[config.mk]
export PLATFORM = sky130hd
export DESIGN_NAME = axi_burst_master_flat
export DESIGN_NICKNAME = d
export VERILOG_FILES = /design/src/rtl/axi_pkg.sv /design/src/rtl/axi_burst_master_if.sv /design/src/rtl/axi_mst_beat_cnt.sv /design/src/rtl/axi_burst_master.sv /design/src/flat_wrapper.sv
export SDC_FILE = /design/constraint.sdc
export NUM_CORES = 1
export LEC_CHECK = 0
export ABC_AREA = 1
export CAP_MARGIN = 20
export CORE_AREA = 2 2 107 109
export CTS_CLUSTER_DIAMETER = 120
export DETAILED_ROUTE_END_ITERATION = 10
export DIE_AREA = 0 0 109 111
export GPL_TIMING_DRIVEN = 0
export PLACE_DENSITY = 0.74
export SETUP_SLACK_MARGIN = 0.15
export SYNTH_ARGS = -nofsm -noshare
export SYNTH_HDL_FRONTEND = slang
export SYNTH_SLANG_ARGS = --single-unit
[constraint.sdc]
create_clock -name clk -period 2.3 [get_ports clk]
set_input_delay 0.46 -clock clk [delete_from_list [all_inputs] [get_ports clk]]
set_output_delay 0.46 -clock clk [all_outputs]
set_load 0.01 [all_outputs]
[src/rtl/axi_pkg.sv]
// rtl/axi_pkg.sv - shared response/state types and helpers for the AXI burst master
package axi_pkg;

  localparam int AXI_LEN_W = 8;

  typedef enum logic [1:0] {
    RESP_OKAY   = 2'b00,
    RESP_EXOKAY = 2'b01,
    RESP_SLVERR = 2'b10,
    RESP_DECERR = 2'b11
  } resp_e;

  typedef enum logic [2:0] {
    ST_IDLE,
    ST_AW,
    ST_W,
    ST_B,
    ST_AR,
    ST_R,
    ST_DONE
  } mst_state_e;

  // Encodings are ordered by severity, so the worst response is the larger code.
  function automatic resp_e resp_worst(input resp_e a, input resp_e b);
    return (a > b) ? a : b;
  endfunction

endpackage

[src/rtl/axi_burst_master_if.sv]
// rtl/axi_burst_master_if.sv - AXI AW/W/B/AR/R channel bundle with master/slave views
interface axi_burst_master_if import axi_pkg::*; #(
  parameter int ADDR_W = 32,
  parameter int DATA_W = 32
);

  logic [ADDR_W-1:0]    AWADDR;
  logic [AXI_LEN_W-1:0] AWLEN;
  logic                 AWVALID;
  logic                 AWREADY;
  logic [DATA_W-1:0]    WDATA;
  logic                 WLAST;
  logic                 WVALID;
  logic                 WREADY;
  logic [1:0]           BRESP;
  logic                 BVALID;
  logic                 BREADY;
  logic [ADDR_W-1:0]    ARADDR;
  logic [AXI_LEN_W-1:0] ARLEN;
  logic                 ARVALID;
  logic                 ARREADY;
  logic [DATA_W-1:0]    RDATA;
  logic                 RLAST;
  logic [1:0]           RRESP;
  logic                 RVALID;
  logic                 RREADY;

  modport master (
    output AWADDR, AWLEN, AWVALID, input AWREADY,
    output WDATA, WLAST, WVALID,   input WREADY,
    input  BRESP, BVALID,          output BREADY,
    output ARADDR, ARLEN, ARVALID, input ARREADY,
    input  RDATA, RLAST, RRESP, RVALID, output RREADY
  );

  modport slave (
    input  AWADDR, AWLEN, AWVALID, output AWREADY,
    input  WDATA, WLAST, WVALID,   output WREADY,
    output BRESP, BVALID,          input BREADY,
    input  ARADDR, ARLEN, ARVALID, output ARREADY,
    output RDATA, RLAST, RRESP, RVALID, input RREADY
  );

endinterface

[src/rtl/axi_mst_beat_cnt.sv]
// rtl/axi_mst_beat_cnt.sv - burst beat counter with last-beat compare, shared by W and R
module axi_mst_beat_cnt import axi_pkg::*; (
  input  logic                 clk,
  input  logic                 rst,
  input  logic                 i_load,
  input  logic                 i_inc,
  input  logic [AXI_LEN_W-1:0] i_len,
  output logic                 o_is_last
);

  logic [AXI_LEN_W-1:0] r_cnt;

  always_ff @(posedge clk) begin
    if (rst || i_load) begin
      r_cnt <= '0;
    end else if (i_inc) begin
      r_cnt <= r_cnt + 1'b1;
    end
  end

  assign o_is_last = (r_cnt == i_len);

endmodule

[src/rtl/axi_burst_master.sv]
// rtl/axi_burst_master.sv - single-command AXI INCR burst master; AXI_MST_TIMEOUT_EN adds a no-progress watchdog
module axi_burst_master import axi_pkg::*; #(
  parameter int ADDR_W      = 32,
  parameter int DATA_W      = 32,
  parameter int MAX_LEN     = 256,
  parameter int TIMEOUT_CYC = 1024
) (
  input  logic                 clk,
  input  logic                 rst,
  input  logic                 i_cmd_valid,
  output logic                 o_cmd_ready,
  input  logic                 i_cmd_rnw,
  input  logic [ADDR_W-1:0]    i_cmd_addr,
  input  logic [AXI_LEN_W-1:0] i_cmd_len,
  input  logic [DATA_W-1:0]    i_wr_data,
  input  logic                 i_wr_valid,
  output logic                 o_wr_ready,
  output logic [DATA_W-1:0]    o_rd_data,
  output logic                 o_rd_valid,
  output logic                 o_rd_last,
  input  logic                 i_rd_ready,
  output logic                 o_done_valid,
  output logic [1:0]           o_done_resp,
  output logic                 o_done_proto,
  output logic                 o_busy,
  axi_burst_master_if.master   m_axi
);

  mst_state_e           r_state;
  mst_state_e           w_state_nxt;
  logic [ADDR_W-1:0]    r_addr;
  logic [AXI_LEN_W-1:0] r_len;
  logic [AXI_LEN_W-1:0] w_len_clamped;
  resp_e                r_resp;
  logic                 r_proto;
  logic                 w_accept;
  logic                 w_aw_hs, w_w_hs, w_b_hs, w_ar_hs, w_r_hs;
  logic                 w_cnt_last;
  logic                 w_timeout;

  assign w_len_clamped = (int'(i_cmd_len) >= MAX_LEN) ? AXI_LEN_W'(MAX_LEN - 1) : i_cmd_len;
  assign w_accept      = (r_state == ST_IDLE) && i_cmd_valid;
  assign w_aw_hs       = (r_state == ST_AW) && m_axi.AWREADY;
  assign w_w_hs        = (r_state == ST_W) && i_wr_valid && m_axi.WREADY;
  assign w_b_hs        = (r_state == ST_B) && m_axi.BVALID;
  assign w_ar_hs       = (r_state == ST_AR) && m_axi.ARREADY;
  assign w_r_hs        = (r_state == ST_R) && m_axi.RVALID && i_rd_ready;

  axi_mst_beat_cnt u_beat_cnt (
    .clk       (clk),
    .rst       (rst),
    .i_load    (w_accept),
    .i_inc     (w_w_hs || w_r_hs),
    .i_len     (r_len),
    .o_is_last (w_cnt_last)
  );

`ifdef AXI_MST_TIMEOUT_EN
  localparam int TO_W = $clog2(TIMEOUT_CYC + 1);

  logic [TO_W-1:0] r_to_cnt;
  logic            w_waiting;
  logic            w_any_hs;

  assign w_waiting = (r_state != ST_IDLE) && (r_state != ST_DONE);
  assign w_any_hs  = w_aw_hs || w_w_hs || w_b_hs || w_ar_hs || w_r_hs;
  assign w_timeout = w_waiting && !w_any_hs && (r_to_cnt == TO_W'(TIMEOUT_CYC - 1));

  always_ff @(posedge clk) begin
    if (rst || !w_waiting || w_any_hs) begin
      r_to_cnt <= '0;
    end else begin
      r_to_cnt <= r_to_cnt + 1'b1;
    end
  end
`else
  assign w_timeout = 1'b0;
`endif

  always_ff @(posedge clk) begin
    if (rst) begin
      r_state <= ST_IDLE;
      r_addr  <= '0;
      r_len   <= '0;
      r_resp  <= RESP_OKAY;
      r_proto <= 1'b0;
    end else begin
      r_state <= w_state_nxt;
      if (w_accept) begin
        r_addr  <= i_cmd_addr;
        r_len   <= w_len_clamped;
        r_resp  <= RESP_OKAY;
        r_proto <= 1'b0;
      end
      if (w_b_hs) begin
        r_resp <= resp_worst(r_resp, resp_e'(m_axi.BRESP));
      end
      // RLAST is only advisory: the beat count decides the burst end, a disagreement is flagged.
      if (w_r_hs) begin
        r_resp <= resp_worst(r_resp, resp_e'(m_axi.RRESP));
        if (m_axi.RLAST != w_cnt_last) begin
          r_proto <= 1'b1;
        end
      end
      if (w_timeout) begin
        r_resp  <= RESP_SLVERR;
        r_proto <= 1'b1;
      end
    end
  end

  always_comb begin
    w_state_nxt   = r_state;
    o_cmd_ready   = 1'b0;
    o_busy        = 1'b0;
    o_done_valid  = 1'b0;
    o_done_resp   = 2'b00;
    o_done_proto  = 1'b0;
    o_wr_ready    = 1'b0;
    o_rd_valid    = 1'b0;
    o_rd_last     = 1'b0;
    o_rd_data     = m_axi.RDATA;
    m_axi.AWADDR  = r_addr;
    m_axi.AWLEN   = r_len;
    m_axi.AWVALID = 1'b0;
    m_axi.WDATA   = i_wr_data;
    m_axi.WLAST   = 1'b0;
    m_axi.WVALID  = 1'b0;
    m_axi.BREADY  = 1'b0;
    m_axi.ARADDR  = r_addr;
    m_axi.ARLEN   = r_len;
    m_axi.ARVALID = 1'b0;
    m_axi.RREADY  = 1'b0;
    unique case (r_state)
      ST_IDLE: begin
        o_cmd_ready = 1'b1;
        if (i_cmd_valid) w_state_nxt = i_cmd_rnw ? ST_AR : ST_AW;
      end
      ST_AW: begin
        o_busy        = 1'b1;
        m_axi.AWVALID = 1'b1;
        if (m_axi.AWREADY) w_state_nxt = ST_W;
      end
      ST_W: begin
        o_busy       = 1'b1;
        m_axi.WVALID = i_wr_valid;
        m_axi.WLAST  = w_cnt_last;
        o_wr_ready   = m_axi.WREADY;
        if (w_w_hs && w_cnt_last) w_state_nxt = ST_B;
      end
      ST_B: begin
        o_busy       = 1'b1;
        m_axi.BREADY = 1'b1;
        if (m_axi.BVALID) w_state_nxt = ST_DONE;
      end
      ST_AR: begin
        o_busy        = 1'b1;
        m_axi.ARVALID = 1'b1;
        if (m_axi.ARREADY) w_state_nxt = ST_R;
      end
      ST_R: begin
        o_busy       = 1'b1;
        m_axi.RREADY = i_rd_ready;
        o_rd_valid   = m_axi.RVALID;
        o_rd_last    = w_cnt_last;
        if (w_r_hs && w_cnt_last) w_state_nxt = ST_DONE;
      end
      ST_DONE: begin
        o_done_valid = 1'b1;
        o_done_resp  = r_resp;
        o_done_proto = r_proto;
        w_state_nxt  = ST_IDLE;
      end
      default: w_state_nxt = ST_IDLE;
    endcase
    if (w_timeout) w_state_nxt = ST_DONE;
  end

endmodule

[src/flat_wrapper.sv]
// flat-port wrapper written by rule: the top's interface ports become plain ports
module axi_burst_master_flat import axi_pkg::*;
#(
  parameter int ADDR_W      = 32,
  parameter int DATA_W      = 32,
  parameter int MAX_LEN     = 256,
  parameter int TIMEOUT_CYC = 1024
)
  (clk, rst, i_cmd_valid, o_cmd_ready, i_cmd_rnw, i_cmd_addr, i_cmd_len, i_wr_data, i_wr_valid, o_wr_ready, o_rd_data, o_rd_valid, o_rd_last, i_rd_ready, o_done_valid, o_done_resp, o_done_proto, o_busy, m_axi_AWADDR, m_axi_AWLEN, m_axi_AWVALID, m_axi_AWREADY, m_axi_WDATA, m_axi_WLAST, m_axi_WVALID, m_axi_WREADY, m_axi_BRESP, m_axi_BVALID, m_axi_BREADY, m_axi_ARADDR, m_axi_ARLEN, m_axi_ARVALID, m_axi_ARREADY, m_axi_RDATA, m_axi_RLAST, m_axi_RRESP, m_axi_RVALID, m_axi_RREADY);
  axi_burst_master_if #(.ADDR_W(ADDR_W), .DATA_W(DATA_W)) m_axi_i ();
  input  logic clk;
  input  logic rst;
  input  logic i_cmd_valid;
  output logic o_cmd_ready;
  input  logic i_cmd_rnw;
  input  logic [ADDR_W-1:0] i_cmd_addr;
  input  logic [AXI_LEN_W-1:0] i_cmd_len;
  input  logic [DATA_W-1:0] i_wr_data;
  input  logic i_wr_valid;
  output logic o_wr_ready;
  output logic [DATA_W-1:0] o_rd_data;
  output logic o_rd_valid;
  output logic o_rd_last;
  input  logic i_rd_ready;
  output logic o_done_valid;
  output logic [1:0] o_done_resp;
  output logic o_done_proto;
  output logic o_busy;
  output wire logic [$bits(m_axi_i.AWADDR)-1:0] m_axi_AWADDR;
  output wire logic [$bits(m_axi_i.AWLEN)-1:0] m_axi_AWLEN;
  output wire logic [$bits(m_axi_i.AWVALID)-1:0] m_axi_AWVALID;
  input wire logic [$bits(m_axi_i.AWREADY)-1:0] m_axi_AWREADY;
  output wire logic [$bits(m_axi_i.WDATA)-1:0] m_axi_WDATA;
  output wire logic [$bits(m_axi_i.WLAST)-1:0] m_axi_WLAST;
  output wire logic [$bits(m_axi_i.WVALID)-1:0] m_axi_WVALID;
  input wire logic [$bits(m_axi_i.WREADY)-1:0] m_axi_WREADY;
  input wire logic [$bits(m_axi_i.BRESP)-1:0] m_axi_BRESP;
  input wire logic [$bits(m_axi_i.BVALID)-1:0] m_axi_BVALID;
  output wire logic [$bits(m_axi_i.BREADY)-1:0] m_axi_BREADY;
  output wire logic [$bits(m_axi_i.ARADDR)-1:0] m_axi_ARADDR;
  output wire logic [$bits(m_axi_i.ARLEN)-1:0] m_axi_ARLEN;
  output wire logic [$bits(m_axi_i.ARVALID)-1:0] m_axi_ARVALID;
  input wire logic [$bits(m_axi_i.ARREADY)-1:0] m_axi_ARREADY;
  input wire logic [$bits(m_axi_i.RDATA)-1:0] m_axi_RDATA;
  input wire logic [$bits(m_axi_i.RLAST)-1:0] m_axi_RLAST;
  input wire logic [$bits(m_axi_i.RRESP)-1:0] m_axi_RRESP;
  input wire logic [$bits(m_axi_i.RVALID)-1:0] m_axi_RVALID;
  output wire logic [$bits(m_axi_i.RREADY)-1:0] m_axi_RREADY;
  assign m_axi_AWADDR = m_axi_i.AWADDR;
  assign m_axi_AWLEN = m_axi_i.AWLEN;
  assign m_axi_AWVALID = m_axi_i.AWVALID;
  assign m_axi_i.AWREADY = m_axi_AWREADY;
  assign m_axi_WDATA = m_axi_i.WDATA;
  assign m_axi_WLAST = m_axi_i.WLAST;
  assign m_axi_WVALID = m_axi_i.WVALID;
  assign m_axi_i.WREADY = m_axi_WREADY;
  assign m_axi_i.BRESP = m_axi_BRESP;
  assign m_axi_i.BVALID = m_axi_BVALID;
  assign m_axi_BREADY = m_axi_i.BREADY;
  assign m_axi_ARADDR = m_axi_i.ARADDR;
  assign m_axi_ARLEN = m_axi_i.ARLEN;
  assign m_axi_ARVALID = m_axi_i.ARVALID;
  assign m_axi_i.ARREADY = m_axi_ARREADY;
  assign m_axi_i.RDATA = m_axi_RDATA;
  assign m_axi_i.RLAST = m_axi_RLAST;
  assign m_axi_i.RRESP = m_axi_RRESP;
  assign m_axi_i.RVALID = m_axi_RVALID;
  assign m_axi_RREADY = m_axi_i.RREADY;
  axi_burst_master #(.ADDR_W(ADDR_W), .DATA_W(DATA_W), .MAX_LEN(MAX_LEN), .TIMEOUT_CYC(TIMEOUT_CYC)) u_core (.clk(clk), .rst(rst), .i_cmd_valid(i_cmd_valid), .o_cmd_ready(o_cmd_ready), .i_cmd_rnw(i_cmd_rnw), .i_cmd_addr(i_cmd_addr), .i_cmd_len(i_cmd_len), .i_wr_data(i_wr_data), .i_wr_valid(i_wr_valid), .o_wr_ready(o_wr_ready), .o_rd_data(o_rd_data), .o_rd_valid(o_rd_valid), .o_rd_last(o_rd_last), .i_rd_ready(i_rd_ready), .o_done_valid(o_done_valid), .o_done_resp(o_done_resp), .o_done_proto(o_done_proto), .o_busy(o_busy), .m_axi(m_axi_i));
endmodule
==> impl_metrics.env, run 1 <==
export IMPL_status="completed"
export IMPL_finalWeightedCongestion=0.870
export IMPL_power_frac_seq_pct=28.4
export IMPL_worst_r2r_setup_slack_ns=0.65
export IMPL_finalWorstPathRequiredPeriod_ns=2.10
export IMPL_fillers=1015
export IMPL_io_buffers=214
export IMPL_setup_viol=0
export IMPL_netlist_top_cells_area="sky130_fd_sc_hd__dfxtp_1 32%, sky130_fd_sc_hd__buf_4 23%, sky130_fd_sc_hd__nand2_1 9.5%"
export IMPL_multi_input_area_um2=1320
export IMPL_drt_first_pass_iters=4
export IMPL_start_kind="input port"
export IMPL_fp_coreArea_um2=11100
export IMPL_overall_track_demand_over_capacity_in_global_routing_pct=16.3
export IMPL_hold_depth=2
export IMPL_hpwlAfterDp_um=8390
export IMPL_synth_seq_area_share_pct=32.2
export IMPL_row_count=39
export IMPL_synth_net_count=583
export IMPL_grt_setup_unrepaired="no"
export IMPL_netlist_area_um2=3350
export IMPL_worst_path_max_delay_cell="sky130_fd_sc_hd__clkdlybuf4s50_1"
export IMPL_critical_path_most_common_cell="sky130_fd_sc_hd__clkdlybuf4s50_1"
export IMPL_detail_route_drc_violations=0
export IMPL_number_of_global_route_vias_before_repair=3582
export IMPL_worst_slew_pin_transition_ns=0.522
export IMPL_timing_critical_path_to_type="primary output"
export IMPL_yosys_cell_types_count=32
export IMPL_worstSetupPathType="in -> out"
export IMPL_total_of_flip_flops_plus_latches_after_synthesis=54
export IMPL_cts_post_setup_buffers_inserted=0
export IMPL_worst_r2r_dst="u_core.m_axi.ARADDR[11]"
export IMPL_power_ir_vdd_worst_mv=0.374
export IMPL_max_cap_violations=0
export IMPL_numClockSinks=54
export IMPL_die_w_um=109
export IMPL_worstReg2RegStart="u_core.r_state[0]"
export IMPL_timing_clock_skew_ns=0.00406
export IMPL_synth_avg_cell_area_um2=7.32
export IMPL_cp_cell_sequence="clkdlybuf4s50_1 -> inv_1 -> nor2_1 -> clkdlybuf4s50_1"
export IMPL_clock_root_buffer="sky130_fd_sc_hd__clkbuf_16"
export IMPL_hold_path_startpoint="u_core.m_axi.ARADDR[15]"
export IMPL_number_of_antenna_violations_at_the_first_check_in_global_routing=0
export IMPL_clock_tree_from_tritoncts="yes"
export IMPL_power_frac_comb_pct=53.1
export IMPL_timing_hold_worst_endpoint="u_core.m_axi.ARADDR[15]"
export IMPL_area_delta_synth_final_pct=75.5
export IMPL_layout_nets=803
export IMPL_die_y_um=111
export IMPL_finalInstanceArea_um2=5890
export IMPL_fmaxAchievable_mhz=477
export IMPL_crit_required_ns=1.84
export IMPL_worst_endpoint_arrival_ns=1.64
export IMPL_intPower_mw=3.02
export IMPL_power_leakage_nw=2.59
export IMPL_clk_pin_slew_worst_paths_ns=0.07
export IMPL_insertion_delay_ns=0.28
export IMPL_clockBufferDepth=2
export IMPL_yosys_area_top_type_share_pct=32.2
export IMPL_worst_r2r_cell_count=7
export IMPL_power_per_cell_area_nw_per_um2=797
export IMPL_final_max_slew_viol_count=0
export IMPL_floorplan_initialDensity_pct=30.3
export IMPL_share_of_cells_above_drive_strength_1_pct=23.0
export IMPL_pwr_share_clk_pct=18.4
export IMPL_grt_max_degree=16
export IMPL_timing_final_hold_violations=0
export IMPL_viasPerCell=4.42
export IMPL_critical_path_peak_fanout=2
export IMPL_yosysTopAreaCell="sky130_fd_sc_hd__dfxtp_1"
export IMPL_vias=3629
export IMPL_grt_remaining_overflow=0
export IMPL_antennaDiodeCount=0
export IMPL_grt_pass1_wl_um=16300
export IMPL_total_switching_power_mw=1.67
export IMPL_switching_share_pct=35.7
export IMPL_antenna_violating_nets_post_route=0
export IMPL_synth_yosys_warnings=0
export IMPL_postSynthCellCount=458
export IMPL_critical_path_max_stage_delay_ns=0.54
export IMPL_cts_buffers_inserted=5
export IMPL_min_period_over_period_pct=91.2
export IMPL_worst_hold_path_type="reg -> reg"
export IMPL_placedInstanceArea_um2=5680
export IMPL_dieArea_um2=12100
export IMPL_cts_max_level=2
export IMPL_route_final_wire_length_um=10300
export IMPL_num_io_pins=279
export IMPL_final_seq_area_um2=1100
export IMPL_timing_setup_tns_ns=0
export IMPL_post_drt_wl_per_cell_um=12.6
export IMPL_relative_max_transition_margin_pct=65.2
export IMPL_drt_iter0_drc=108
metal layers:
metal | part of all wire (%) | wire (µm) | GRT usage [%] | vias to the layer above
li1 | - | - | - | 1808
met1 | 38 | 3970 | 18.7 | 1621
met2 | 52 | 5320 | 29.9 | 184
met3 | 8.0 | 823 | 3.00 | 16
met4 | 1.9 | 201 | 5.04 | 0
met5 | 0 | 0 | 0 | -
state kept, by name, indices dropped and copies added, names as in the netlist:
signal                   cells
u_core.m_axi.ARADDR         32
u_core.m_axi.ARLEN           8
u_core.u_beat_cnt.r_cnt      8
u_core.r_state               3
u_core.r_resp                2
u_core.r_proto               1
cell type report:
class / instances / share of cell area (%)
Timing Repair Buffer: 214 / 36.5
Multi-Input combinational cell: 252 / 22.5
Sequential cell: 54 / 18.6
Buffer: 119 / 14.4
Tap cell: 143 / 3.04
Clock buffer: 6 / 2.36
Inverter: 32 / 2.10
Clock inverter: 1 / 0.510
metrics by stage:
step                      util, %  std cells  setup slack (ns)  power [mW]  hold WS [ns]
after global routing         53.2        821             0.160        5.01         0.502
final                        53.2        821             0.203        4.69         0.478
after CTS                    52.9        821             0.154        4.71         0.483
after global placement       51.2        815             0.115        3.76         0.470
after detailed placement     51.2        815            0.0803        3.81         0.472
after floorplan                 -        458             0.771        2.64         0.451
how the worst max path moves through the flow:
stage                          startpoint                     end  cells after the start
6_report                       i_wr_valid            m_axi_WVALID                      4
5_1_grt        u_core.u_beat_cnt.r_cnt[5]             m_axi_WLAST                      8
4_1_cts                 u_core.r_state[0]            m_axi_BREADY                      3
3_5_place_dp                  i_cmd_valid  u_core.m_axi.ARADDR[2]                      5
3_3_place_gp        u_core.m_axi.ARLEN[6]             m_axi_WLAST                      6
2_1_floorplan       u_core.m_axi.ARLEN[6]             m_axi_WLAST                      5
kinds of logic after synthesis:
| group | after synthesis | share of synthesized area [%] |
|---|---|---|
| simple gates | 176 | 25.4 |
| flops | 54 | 32.2 |
| fa+ha+maj | 5 | 1.86 |
| xor+xnor | 6 | 1.57 |
| buf+inv | 152 | 28.9 |
| compound gates | 65 | 10.0 |
placed cells by master, fill, tap and decap left out, types with 6 or more instances in the layout:
cell type / n
sky130_fd_sc_hd__dfxtp_2: 10
sky130_fd_sc_hd__xnor2_1: 6
sky130_fd_sc_hd__nor2_1: 20
sky130_fd_sc_hd__inv_1: 23
sky130_fd_sc_hd__nand3_1: 43
sky130_fd_sc_hd__clkdlybuf4s50_1: 205
sky130_fd_sc_hd__nand2_1: 85
sky130_fd_sc_hd__inv_2: 6
sky130_fd_sc_hd__dfxtp_1: 43
sky130_fd_sc_hd__clkbuf_1: 7
sky130_fd_sc_hd__buf_2: 7
sky130_fd_sc_hd__a21oi_1: 53
sky130_fd_sc_hd__buf_4: 104
power by group through the flow:
| stage | sequential, mW | combinational, mW | clock, mW |
|---|---|---|---|
| 5_1_grt | 1.37 | 2.71 | 0.930 |
| 4_1_cts | 1.33 | 2.49 | 0.892 |
| 3_3_place_gp | 1.34 | 2.42 | 0 |
| 3_5_place_dp | 1.34 | 2.47 | 0 |
| 6_report | 1.33 | 2.49 | 0.866 |
| 2_1_floorplan | 1.38 | 1.26 | 0 |
timing repair:
action                     in CTS  in global routing
hold buffers                    0                  0
resized for setup              18                 10
setup endpoints to repair       7                  8
synthesized netlist by cell type:
master                     number
sky130_fd_sc_hd__a21oi_1       53
sky130_fd_sc_hd__a211oi_2       1
sky130_fd_sc_hd__nor2_4         2
sky130_fd_sc_hd__o21ai_0        5
sky130_fd_sc_hd__inv_1         23
sky130_fd_sc_hd__o21ai_1        5
sky130_fd_sc_hd__nor3_4         1
sky130_fd_sc_hd__inv_2          7
sky130_fd_sc_hd__dfxtp_1       54
sky130_fd_sc_hd__nand2_1       85
sky130_fd_sc_hd__a211oi_1       1
sky130_fd_sc_hd__nor2_1        22
sky130_fd_sc_hd__nand3_4        2
sky130_fd_sc_hd__nand2_4        2
sky130_fd_sc_hd__buf_4        104
sky130_fd_sc_hd__or2_1          1
sky130_fd_sc_hd__nor2_2         2
sky130_fd_sc_hd__nand3_1       43
sky130_fd_sc_hd__xnor2_1        6
sky130_fd_sc_hd__ha_1           5
sky130_fd_sc_hd__nor3_1         4
sky130_fd_sc_hd__buf_2          7
sky130_fd_sc_hd__or2_0          1
sky130_fd_sc_hd__nand4_1        1
sky130_fd_sc_hd__nand3b_1       3
sky130_fd_sc_hd__clkbuf_1       8
sky130_fd_sc_hd__buf_1          1
sky130_fd_sc_hd__clkinv_1       1
sky130_fd_sc_hd__clkinv_2       1
sky130_fd_sc_hd__nand3b_4       1
sky130_fd_sc_hd__nand2_2        4
sky130_fd_sc_hd__nand3_2        2
critical path: cells and delay by family:
kind                   cells  cell delay, ns
buffers and inverters      3            1.09
and+or+nand+nor            1            0.09
Power figures use the tool's default switching activity.
==> run 2, diff against run 1 <==
--- a/config.mk
+++ b/config.mk
@@ -12,8 +12,10 @@
 export DETAILED_ROUTE_END_ITERATION = 10
 export DIE_AREA = 0 0 109 111
 export GPL_TIMING_DRIVEN = 0
-export PLACE_DENSITY = 0.74
+export PLACE_DENSITY = 0.75
+export RECOVER_POWER = 50
 export SETUP_SLACK_MARGIN = 0.15
 export SYNTH_ARGS = -nofsm -noshare
 export SYNTH_HDL_FRONTEND = slang
+export SYNTH_HIERARCHICAL = 1
 export SYNTH_SLANG_ARGS = --single-unit
==> impl_metrics.env, run 2 <==
export IMPL_status="completed"
export IMPL_total_of_flip_flops_plus_latches_after_synthesis=54
export IMPL_finalWorstPathRequiredPeriod_ns=2.05
export IMPL_grt_max_degree=17
export IMPL_final_critical_path_setup_slack_ns=0.251
export IMPL_layout_core_utilization_pct=53.9
export IMPL_drt_iter0_drc=67
export IMPL_mostFrequentLayoutCells="137 x sky130_fd_sc_hd__nand2_1, 127 x sky130_fd_sc_hd__clkdlybuf4s50_1, 112 x sky130_fd_sc_hd__buf_4"
export IMPL_power_per_cell_area_nw_per_um2=722
export IMPL_max_cap_violations=0
export IMPL_clk_pin_slew_worst_paths_ns=0.07
export IMPL_final_common_cell="sky130_fd_sc_hd__nand2_1"
export IMPL_relative_max_transition_margin_pct=71.0
export IMPL_io_buffers=214
export IMPL_finalInstanceArea_um2=5970
export IMPL_route_final_wire_length_um=10100
export IMPL_final_max_slew_viol_count=0
export IMPL_die_y_um=111
export IMPL_worstSetupPathType="reg -> out"
export IMPL_cts_buffers_inserted=5
export IMPL_synth_seq_area_share_pct=31.6
export IMPL_grt_pass1_wl_um=15800
export IMPL_hpwlAfterDp_um=8400
export IMPL_clockBufferDepth=2
export IMPL_timing_final_hold_violations=0
export IMPL_most_common_cell_in_the_synthesized_netlist="sky130_fd_sc_hd__nand2_1"
export IMPL_setup_viol=0
export IMPL_finalWeightedCongestion=0.831
export IMPL_share_of_cells_above_drive_strength_1_pct=25.3
export IMPL_clock_tree_from_tritoncts="yes"
export IMPL_worst_slew_pin_transition_ns=0.431
export IMPL_dieArea_um2=12100
export IMPL_power_leakage_nw=2.72
export IMPL_grt_remaining_overflow=0
export IMPL_antenna_violating_nets_post_route=0
export IMPL_hold_buf_count_cts=0
export IMPL_worst_endpoint_arrival_ns=1.59
export IMPL_worst_path_max_delay_cell="sky130_fd_sc_hd__dfxtp_2"
export IMPL_synth_net_count=614
export IMPL_fillers=1021
export IMPL_placement_setup_worst_slack_ns=-0.0894
export IMPL_timing_setup_tns_ns=0
export IMPL_min_period_over_period_pct=89.1
export IMPL_die_w_um=109
export IMPL_post_drt_wl_per_cell_um=11.8
export IMPL_placedInstanceArea_um2=5750
export IMPL_fp_coreArea_um2=11100
export IMPL_timing_clock_skew_ns=0.00259
export IMPL_crit_required_ns=1.84
export IMPL_start_kind="flip-flop"
export IMPL_yosys_area_top_type_share_pct=31.6
export IMPL_detail_route_drc_violations=0
export IMPL_viasPerCell=4.21
export IMPL_critical_path_peak_fanout=4
export IMPL_drt_first_pass_iters=4
export IMPL_number_of_antenna_violations_at_the_first_check_in_global_routing=0
export IMPL_largest_register_ffs=32
export IMPL_clock_root_buffer="sky130_fd_sc_hd__clkbuf_16"
export IMPL_synth_yosys_warnings=6
export IMPL_postSynthCellCount=489
export IMPL_async_flop_share_pct=0
export IMPL_netlist_top_cells_area="sky130_fd_sc_hd__dfxtp_1 32%, sky130_fd_sc_hd__buf_4 24%, sky130_fd_sc_hd__nand2_1 15%"
export IMPL_row_count=39
export IMPL_synth_cells_most_frequent="137 x sky130_fd_sc_hd__nand2_1, 108 x sky130_fd_sc_hd__buf_4, 54 x sky130_fd_sc_hd__dfxtp_1"
export IMPL_critical_path_max_stage_delay_ns=0.35
export IMPL_netlist_area_um2=3430
export IMPL_number_of_global_route_vias_before_repair=3462
export IMPL_fmaxAchievable_mhz=488
export IMPL_synth_edff_count=0
export IMPL_totalPowerFinal_mw=4.31
export IMPL_area_delta_synth_final_pct=74.2
export IMPL_yosysTopAreaCell="sky130_fd_sc_hd__dfxtp_1"
export IMPL_overall_track_demand_over_capacity_in_global_routing_pct=16.0
export IMPL_dominantRegCellSynth="sky130_fd_sc_hd__dfxtp_1"
export IMPL_timing_critical_path_to_type="primary output"
export IMPL_vias=3615
export IMPL_synth_avg_cell_area_um2=7.01
export IMPL_power_ir_vdd_worst_mv=0.378
export IMPL_floorplan_initialDensity_pct=30.9
export IMPL_worst_hold_path_type="reg -> reg"
export IMPL_grt_setup_unrepaired="no"
export IMPL_numClockSinks=54
export IMPL_num_io_pins=279
export IMPL_antennaDiodeCount=0
export IMPL_cts_max_level=2
export IMPL_yosys_cell_types_count=31
export IMPL_insertion_delay_ns=0.29
export IMPL_layout_nets=839
export IMPL_cp_cell_sequence="inv_1 -> nand2_1 -> nand2_1 -> nor2_1 -> nand2_1 -> nor2_1 -> inv_2 -> nor2_1 -> clkbuf_2"
-- run 2: cell types whose count changed in the layout (fill, tap and decap cells not counted), moves of 5 or more --
| cell | previous run | this run |
|---|---|---|
| sky130_fd_sc_hd__clkdlybuf4s50_1 | 205 | 127 |
| sky130_fd_sc_hd__dlygate4sd3_1 | 0 | 77 |
| sky130_fd_sc_hd__nand2_1 | 85 | 137 |
| sky130_fd_sc_hd__nand3_1 | 43 | 6 |
| sky130_fd_sc_hd__inv_1 | 23 | 38 |
| sky130_fd_sc_hd__nor2_1 | 20 | 32 |
| sky130_fd_sc_hd__buf_4 | 104 | 112 |
| sky130_fd_sc_hd__nor2_2 | 1 | 7 |
| sky130_fd_sc_hd__xnor2_1 | 6 | 0 |
| sky130_fd_sc_hd__a21oi_1 | 53 | 48 |
| sky130_fd_sc_hd__dfxtp_1 | 43 | 38 |
| sky130_fd_sc_hd__nand2_2 | 4 | 9 |
| sky130_fd_sc_hd__o21ai_1 | 5 | 0 |
-- run 2: cells by family (layout without fill, tap and decap cells) --
kind of cell / after synthesis / count (layout) / synth area share [%]
simple gates: 207 / 207 / 27.0
buf+inv: 164 / 390 / 30.2
compound gates: 58 / 58 / 9.17
flops: 54 / 54 / 31.6
fa+ha+maj: 5 / 5 / 1.83
xor+xnor: 1 / 1 / 0.256
-- run 2: path summary, 6_finish.rpt --
kind / start / endpoint / slack [ns] / depth (start not counted)
worst max-delay path: u_core/u_beat_cnt/r_cnt[5] / m_axi_WLAST / 0.25 / 9
worst min-delay path: u_core/r_proto / u_core/r_proto / 0.47 / 2
worst max register to register: u_core/u_beat_cnt/r_cnt[5] / u_core/r_state[0] / 0.33 / 12
worst min register to register: u_core/r_proto / u_core/r_proto / 0.47 / 2
-- run 2: per-layer routing --
layer / part of all wire (%) / GRT usage (%) / up-vias / wire length [µm]
met1: 40 / 18.4 / 1594 / 4000
met3: 7.5 / 3.17 / 10 / 762
met5: 0 / 0 / - / 0
met4: 1.0 / 3.59 / 0 / 101
met2: 52 / 30.0 / 160 / 5260
li1: - / - / 1851 / -
-- run 2: layout make-up --
type	count	area [µm²]	share of cell area [%]
tap	143	179	3.00
sequential	54	1110	18.7
inverter	46	173	2.89
clock buffer	7	143	2.39
multi-input combinational	271	1320	22.2
timing repair buffer	218	2170	36.3
clock inverter	1	8.76	0.147
buffer	118	861	14.4
-- run 2: power by group --
part,switching [mW],internal (mW)
sequential,0.153,1.11
clock,0.335,0.439
combinational,1.07,1.21
total,1.56,2.75
-- run 2: what timing repair did --
item                       in CTS  in global routing
resized for setup              25                 15
pin swaps                       0                  1
setup endpoints to repair      14                  7
setup buffers                   0                  4
-- run 2: through the flow --
| stage | instances | hold slack (ns) |
|---|---|---|
| 2_1_floorplan | 489 | 0.445 |
| 3_3_place_gp | 846 | 0.456 |
| 3_5_place_dp | 846 | 0.461 |
| 4_1_cts | 854 | 0.473 |
| 5_1_grt | 858 | 0.500 |
| 6_report | 858 | 0.474 |
-- run 2: critical path, delay by kind of cell (launching register included) --
kind	cells	cell delay (ns)
AND/OR/NAND/NOR	6	0.63
flip-flops	1	0.35
buffers and inverters	3	0.31
